## config.mk

```make
export PLATFORM = sky130hd
export DESIGN_NAME = im_loader
export DESIGN_NICKNAME = d
export VERILOG_FILES = /design/src/rtl/im_loader_pkg.sv /design/src/rtl/im_word_packer.sv /design/src/rtl/im_loader.sv
export SDC_FILE = /design/constraint.sdc
export NUM_CORES = 1
export LEC_CHECK = 0
export ABC_AREA = 1
export BUFFER_PORTS_ARGS = -buffer_cell sky130_fd_sc_hd__buf_2
export CORE_MARGIN = 2
export CORE_UTILIZATION = 43
export CTS_BUF_LIST = sky130_fd_sc_hd__clkbuf_4 sky130_fd_sc_hd__clkbuf_8 sky130_fd_sc_hd__clkbuf_16
export CTS_CLUSTER_SIZE = 10
export DETAILED_ROUTE_END_ITERATION = 6
export PLACE_DENSITY = 0.62
export SLEW_MARGIN = 20
export SYNTH_ARGS = -nofsm -noshare
export SYNTH_HDL_FRONTEND = slang
export SYNTH_SLANG_ARGS = --single-unit
```

## constraint.sdc

```tcl
create_clock -name clk -period 4.2 [get_ports clk]
set_clock_uncertainty 0.2 [all_clocks]
set_input_delay 0.63 -clock clk [delete_from_list [all_inputs] [get_ports clk]]
set_output_delay 0.63 -clock clk [all_outputs]
set_load 0.05 [all_outputs]
```

## src/rtl/im_loader_pkg.sv

```systemverilog
// Shared definitions for the instruction-memory loader: FSM state codes,
// frame constants and the capacity helper.
package im_loader_pkg;

   localparam int         LEN_W  = 16;
   localparam logic [7:0] SUM_OK = 8'h00;

   typedef logic [2:0] state_t;

   localparam state_t S_LEN_HI = 3'd0;
   localparam state_t S_LEN_LO = 3'd1;
   localparam state_t S_DATA   = 3'd2;
   localparam state_t S_SUM    = 3'd3;
   localparam state_t S_DONE   = 3'd4;
   localparam state_t S_ERR    = 3'd5;

   // Largest legal word count for an IM with aw address bits.
   function automatic logic [LEN_W:0] max_words(input int aw);
      return (LEN_W+1)'(1) << aw;
   endfunction

endpackage

```

## src/rtl/im_word_packer.sv

```systemverilog
// Packs bytes MSB-first into 32-bit words; word_valid pulses for one cycle
// after the fourth byte of each word is loaded.
module im_word_packer (
   input  logic        clk,
   input  logic        rst,
   input  logic [7:0]  din,
   input  logic        load,
   input  logic        clear,
   output logic [1:0]  idx,
   output logic        word_valid,
   output logic [31:0] word
);

   logic [23:0] sr;

   always_ff @(posedge clk or posedge rst) begin
      if (rst) begin
         idx        <= 2'd0;
         word_valid <= 1'b0;
         word       <= 32'd0;
      end else begin
         word_valid <= 1'b0;
         if (clear) begin
            idx <= 2'd0;
         end else if (load) begin
            idx <= idx + 2'd1;
            if (idx == 2'd3) begin
               word_valid <= 1'b1;
               word       <= {sr, din};
            end
         end
      end
   end

   // The first three bytes of a word only need to be held, never reset.
   always_ff @(posedge clk) begin
      if (load) sr <= {sr[15:0], din};
   end

endmodule

```

## src/rtl/im_loader.sv

```systemverilog
// Frame-driven instruction-memory loader: writes a length-prefixed,
// checksummed image into the IM and holds the CPU until it verifies.
module im_loader
   import im_loader_pkg::*;
#(
   parameter int ADDR_W = 10
) (
   input  logic              clk,
   input  logic              rst,
   input  logic              in_valid,
   input  logic [7:0]        in_data,
   output logic              in_ready,
   input  logic              reload,
   output logic              im_we,
   output logic [ADDR_W-1:0] im_addr,
   output logic [31:0]       im_wdata,
   output logic              cpu_hold,
   output logic              done,
   output logic              err,
   output logic [ADDR_W:0]   words_loaded
);

   state_t           state;
   logic [7:0]       sum;
   logic [7:0]       sum_next;
   logic [7:0]       n_hi;
   logic [LEN_W-1:0] n_words;
   logic [LEN_W-1:0] n_next;
   logic [1:0]       idx;
   logic             accept;
   logic             last_word;

   assign in_ready = ~reload & ((state == S_LEN_HI) | (state == S_LEN_LO) |
                                (state == S_DATA)   | (state == S_SUM));
   assign accept   = in_valid & in_ready;
   assign sum_next = sum + in_data;
   assign n_next   = {n_hi, in_data};
   assign im_addr  = words_loaded[ADDR_W-1:0];

   // Words are at least four accepts apart, so words_loaded is already
   // up to date whenever the final byte of a word arrives.
   assign last_word = (idx == 2'd3) &&
                      (((LEN_W+1)'(words_loaded) + (LEN_W+1)'(1)) == {1'b0, n_words});

   im_word_packer u_packer (
      .clk        (clk),
      .rst        (rst),
      .din        (in_data),
      .load       (accept && (state == S_DATA)),
      .clear      (reload),
      .idx        (idx),
      .word_valid (im_we),
      .word       (im_wdata)
   );

   always_ff @(posedge clk) begin
      if (accept && (state == S_LEN_HI)) n_hi    <= in_data;
      if (accept && (state == S_LEN_LO)) n_words <= n_next;
   end

   always_ff @(posedge clk or posedge rst) begin
      if (rst) begin
         state        <= S_LEN_HI;
         cpu_hold     <= 1'b1;
         done         <= 1'b0;
         err          <= 1'b0;
         words_loaded <= '0;
         sum          <= 8'd0;
      end else if (reload) begin
         state        <= S_LEN_HI;
         cpu_hold     <= 1'b1;
         done         <= 1'b0;
         err          <= 1'b0;
         words_loaded <= '0;
         sum          <= 8'd0;
      end else begin
         if (im_we) words_loaded <= words_loaded + (ADDR_W+1)'(1);
         if (accept) begin
            sum <= sum_next;
            case (state)
               S_LEN_HI: state <= S_LEN_LO;
               S_LEN_LO: begin
                  if ({1'b0, n_next} > max_words(ADDR_W)) begin
                     state <= S_ERR;
                     err   <= 1'b1;
                  end else if (n_next == '0) begin
                     state <= S_SUM;
                  end else begin
                     state <= S_DATA;
                  end
               end
               S_DATA: if (last_word) state <= S_SUM;
               S_SUM: begin
                  if (sum_next == SUM_OK) begin
                     state    <= S_DONE;
                     done     <= 1'b1;
                     cpu_hold <= 1'b0;
                  end else begin
                     state <= S_ERR;
                     err   <= 1'b1;
                  end
               end
               default: state <= state;
            endcase
         end
      end
   end

endmodule

```

* After elaboration in Yosys (flattened, before gate mapping)
Cells that the tools add are included.
Storage, ports and cells: register bits 108, input bits 12, output and inout port bits 58
Operators by class: bitwise logic cells 6, muxes and demuxes 29, magnitude comparators 1, eq/ne operators 8, $add $sub $neg 4, reduce and logical (&&, ||, !) cells 18
Operator list (number):
- $mux 11 | 2
- $mux 1 | 17
- $eq 12x16->1 | 1
- $gt 16x11->1 const B | 1
- $logic_not 16->1 | 1
- $mux 8 | 2
- $add 11x1->12 const B | 1
- $mux 3 | 4
- $pmux 3 s4 | 1
- $add 11x1->11 const B | 1
- $reduce_bool 2->1 | 5
- $reduce_and 3->1 | 3
- $add 8x8->8 | 1
- $logic_not 8->1 | 1
- $eq 3x2->1 const B | 2
- $ne 3x3->1 const B | 2
- $reduce_bool 5->1 | 1
- $logic_and 1x1->1 | 4
- $mux 2 | 2
- $reduce_and 4->1 | 1
- $eq 3x1->1 const B | 1
- $logic_not 3->1 | 1
- $ne 3x2->1 const B | 1
- $or 1x1->1 | 3
- other kinds (6) | 7

* Depth between registers and ports, before layout
word-level depth 9, gate-level depth with buffers 14, depth with buffers taken out 14

* Hierarchy
From an unflattened synthesis, not the netlist that was laid out.
Second synthesis, totals: cell total of the unflattened synthesis 502, area, all modules 4939.7 um^2
By module, submodules not included:
- im_loader | times used 1, cells an instance 320, area each 2733.9 um^2
- im_word_packer | times used 1, cells an instance 182, area each 2205.9 um^2

* Worst setup path before layout
Ideal clock, no wire load.
kind input port to flip-flop, start point input reload, end point register n_words[0], enable pin, path slack 0.926 ns, data arrival time 2.665 ns, path buffers 1, cell stages on the path 4, required time 3.591 ns, library setup time 0.409 ns, cells stage by stage buf_2 -> nor2_2 -> nand2_1 -> nor3_1
Between the ends: cells in the longest elaborated chain, start to end 4
RTL lines:
- from (decl) | RTL line im_loader.sv:13 | input logic reload,
- $not 1->1 (no source line)
- $and 1x1->1 | RTL line im_loader.sv:33 | assign in_ready = ~reload & ((state == S_LEN_HI) | (state == S_LEN_LO) |
- net in_ready | RTL line im_loader.sv:12 | output logic in_ready,
- $and 1x1->1 | RTL line im_loader.sv:35 | assign accept = in_valid & in_ready;
- $logic_and 1x1->1 | RTL line im_loader.sv:58 | if (accept && (state == S_LEN_LO)) n_words <= n_next;
- to (signal assigned) | RTL line im_loader.sv:58
- to (decl) | RTL line im_loader.sv:27 | logic [LEN_W-1:0] n_words;
The timed path passes the listed nets, and every way through them passes these cells. A chain may end at the register's enable or synchronous reset.

* Worst setup path after layout
start point input reload, end point register u_packer.word[20]
Between the ends: cells in the longest elaborated chain, start to end 5
RTL lines:
- $not 1->1 (no source line)
- $and 1x1->1 | RTL line im_loader.sv:33
- $and 1x1->1 | RTL line im_loader.sv:35
- $logic_and 1x1->1 | RTL line im_loader.sv:49 | .load (accept && (state == S_DATA)),
- net u_packer.load | RTL line im_word_packer.sv:7 | input logic load,
- $reduce_and 3->1 (no source line)
- to (signal assigned) | RTL line im_word_packer.sv:29 | word <= {sr, din};
- to (decl) | RTL line im_word_packer.sv:11 | output logic [31:0] word
The timed path passes the listed nets, and every way through them passes these cells.

==> flow_metrics.py <==
metrics = {
    "clock_network": {
        "cts_setup_buffers": 0,
        "cts_buffers": 9,
        "hold_buffers": 0,
        "clock_sinks": 108,
        "clock-root-buffer": "clkbuf_16",
        "clk_latency_ns": 0.35,
        "cts_buffer_depth": 2,
        "cts_resized": 0,
        "cts_tree": "built",
        "htreeDepth": 3,
        "path_clk_slew_ns": 0.09,
    },
    "setup_path": {
        "path_cells": "buf_2, nor2_2, nand2_1, nor2_2, buf_4, nand2_1, inv_2, nand2_1, nand2_1",
        "crit_fanout": 27,
        "crit_arrival_ns": 2.70,
        "cp_common_cell": "nand2_1",
        "cp_slowest_cell": "inv_2",
        "cp_slowest_stage_delay_ns": 0.49,
        "path_buf_inv": 3,
        "critPathTopFamily": "simple AND/OR/NAND/NOR gates",
        "end_kind": "register",
        "crit_required_ns": 4.28,
        "path_class": "in -> reg",
        "cp-start-kind": "input pin",
    },
    "placed_design": {
        "detailed_place_hpwl_mm": 7.363,
        "place.gp.congestion": 0.9193,
        "portBuffers": 69,
    },
    "floorplanning": {
        "dieArea_um2": 12120,
        "std_cell_rows": 38,
        "die_h_um": 110.1,
        "core_area_um2": 10940,
        "start_util": 0.4427,
        "fp.dieW_um": 110.1,
        "io_pins": 70,
    },
    "drt": {
        "drc": 0,
        "post_drt_via_cell_ratio": 4.955,
        "ant_nets": 0,
        "drt_iter0_markers": 201,
        "wirelength_mm": 10.36,
        "post_drt_wl_per_cell_um": 14.19,
        "num_vias": 3617,
        "first_pass_iters": 4,
    },
    "logic_synthesis": {
        "synth_top_area_share": 0.3050,
        "synth_xor_area_frac": 0.007237,
        "ys_seq_area_frac": 0.6082,
        "netlist_instances": 519,
        "synthAdderAreaFrac": 0.02740,
        "synth_mux_area_frac": 0,
        "synth_compound_area_frac": 0.04032,
        "avgSynthCellArea_um2": 9.327,
        "synth-edff-count": 48,
        "synth_top_family_by_area": "simple AND/OR/NAND/NOR gates",
        "syn_area_um2": 4841,
        "synth.most_common_cell": "nand2_1",
        "yosys.area_share.simple": 0.2489,
        "syn-num-nets": 541,
        "synth_top_cells_by_count": "nand2_1 (185), dfrtp_1 (59), inv_1 (55)",
        "synth_cell_types": 29,
        "synth.largest_area_cell": "dfrtp_1",
        "async_reset_ff_frac": 0.5556,
        "synth_ff_type": "dfrtp_1",
        "synth_seq_cells": 108,
        "synth_warnings": 0,
        "synth.area.top_cells": "dfrtp_1 (30%), edfxtp_1 (30%), nand2_1 (14%)",
    },
    "global_routing": {
        "grt_max_degree": 40,
        "grt_pass1_vias": 3420,
        "antenna_found_initial": 0,
        "grt_pass1_wl_mm": 16.84,
        "grt_overflow": 0,
        "grt_use_total": 0.1831,
    },
    "run": {
        "cap_violations": 0,
    },
    "power_and_ir_drop": {
        "clkPwrFrac": 0.397,
        "p_leak_nw": 2.788,
        "ir_drop_uv": 249.5,
        "switching_share": 0.2580,
        "power_frac_comb": 0.077,
        "p_int_mw": 1.606,
        "power.switching_mw": 0.5585,
        "power.density_nw_per_um2": 387.2,
        "seqPwrFrac": 0.526,
    },
    "timing": {
        "setup_viol": 0,
        "post-route-min-period_ns": 2.621,
        "max_slew.worst_pin.slew_ns": 0.9451,
        "maxSlewHeadroom": 0.3651,
        "fmax_mhz": 381.5,
        "rsz0062_at_grt": "false",
        "finalHoldViolations": 0,
        "tns_ns": 0,
        "fin_crit_sh": 0.6241,
        "slew_violations": 0,
    },
    "layout": {
        "regArea_um2": 2944,
        "drive_gt1_frac": 0.1746,
        "nets": 607,
        "multiInputGateArea_um2": 1573,
        "area_growth_pct": 15.48,
        "final_util": 0.5112,
        "fill_cells": 1004,
        "n_antenna_cell": 0,
    },
    "min_path": {
        "hold_class": "in -> async",
    },
    "run_status": {
        "status": "finished clean",
    },
}
[registers in the layout, summed over array words and instances (netlist names), 2 cells and up]
signal and count:
words_loaded 11, u_packer.word 32, u_packer.sr 24, u_packer.idx 2
state 3, n_hi 8, n_words 16, sum 8
[cell type report]
| class | count | share of cell area |
|---|---|---|
| Inverter | 57 | 0.03827 |
| Tap cell | 140 | 0.03133 |
| Sequential cell | 108 | 0.5266 |
| Timing Repair Buffer | 73 | 0.06714 |
| Clock buffer | 9 | 0.04029 |
| Multi-Input combinational cell | 336 | 0.2813 |
| Clock inverter | 7 | 0.01500 |
[metrics by stage]
stage	instance area, µm²	total power [mW]	instances	hold WS, ns	setup slack [ns]
floorplan	4841	1.279	519	0.2184	0.9256
global placement	5281	1.325	714	0.2267	1.329
global route	5590	2.252	730	0.2542	1.307
finish	5590	2.165	730	0.2453	1.579
CTS	5590	2.183	730	0.2460	1.556
detailed placement	5281	1.330	714	0.2315	1.201
[cell usage in the layout, fill, tap and decap left out, drive strengths merged, types with 11 or more instances in the layout]
cell      n
nor2     35
buf      73
edfxtp   48
o21ai    21
nand2   188
nand4    11
nand3    46
dfrtp    59
inv      60
[cell families (layout without fill, tap and decap cells)]
| logic type | after synthesis | in the layout |
|---|---|---|
| compound gates | 35 | 35 |
| xor+xnor | 4 | 4 |
| fa+ha+maj | 10 | 10 |
| buf+inv | 75 | 146 |
| flops | 108 | 108 |
| simple gates | 287 | 287 |
[routing by layer]
metal,GRT usage,vias to the layer above,share of wire
met5,0,-,0
met4,0.04911,0,0.0084
met3,0.03057,6,0.032
met2,0.3098,67,0.51
met1,0.2454,1730,0.45
li1,-,1814,-
[worst register-to-register path, stage by stage, from the launching register on]
cell and delay (ns):
dfrtp_1 0.41, nor2_2 0.12, nand2_1 0.19, nor2_2 0.16, buf_4 0.32, nand2_1 0.45, inv_2 0.49, nand2_1 0.12
nand2_1 0.08
[path summary, 6_finish.rpt]
path                       startpoint                end  slack [ns]  cells past startpoint
max                            reload  u_packer.word[20]        1.58                      9
max reg2reg                  state[2]  u_packer.word[20]        1.60                      8
min reg2reg                   n_hi[7]        n_words[15]        0.25                      0
min in group clk              n_hi[7]        n_words[15]        0.25                      0
min                               rst  u_packer.word[16]        0.25                      2
max in group asynchronous         rst           cpu_hold        2.68                      3
[power groups by stage]
stage | clock [mW] | sequential (mW) | combinational (mW)
floorplan | 0 | 1.16 | 0.117
global placement | 0 | 1.16 | 0.163
detailed placement | 0 | 1.16 | 0.168
CTS | 0.875 | 1.14 | 0.168
global route | 0.917 | 1.14 | 0.192
finish | 0.858 | 1.14 | 0.167
(Power assumes the default switching activity.)
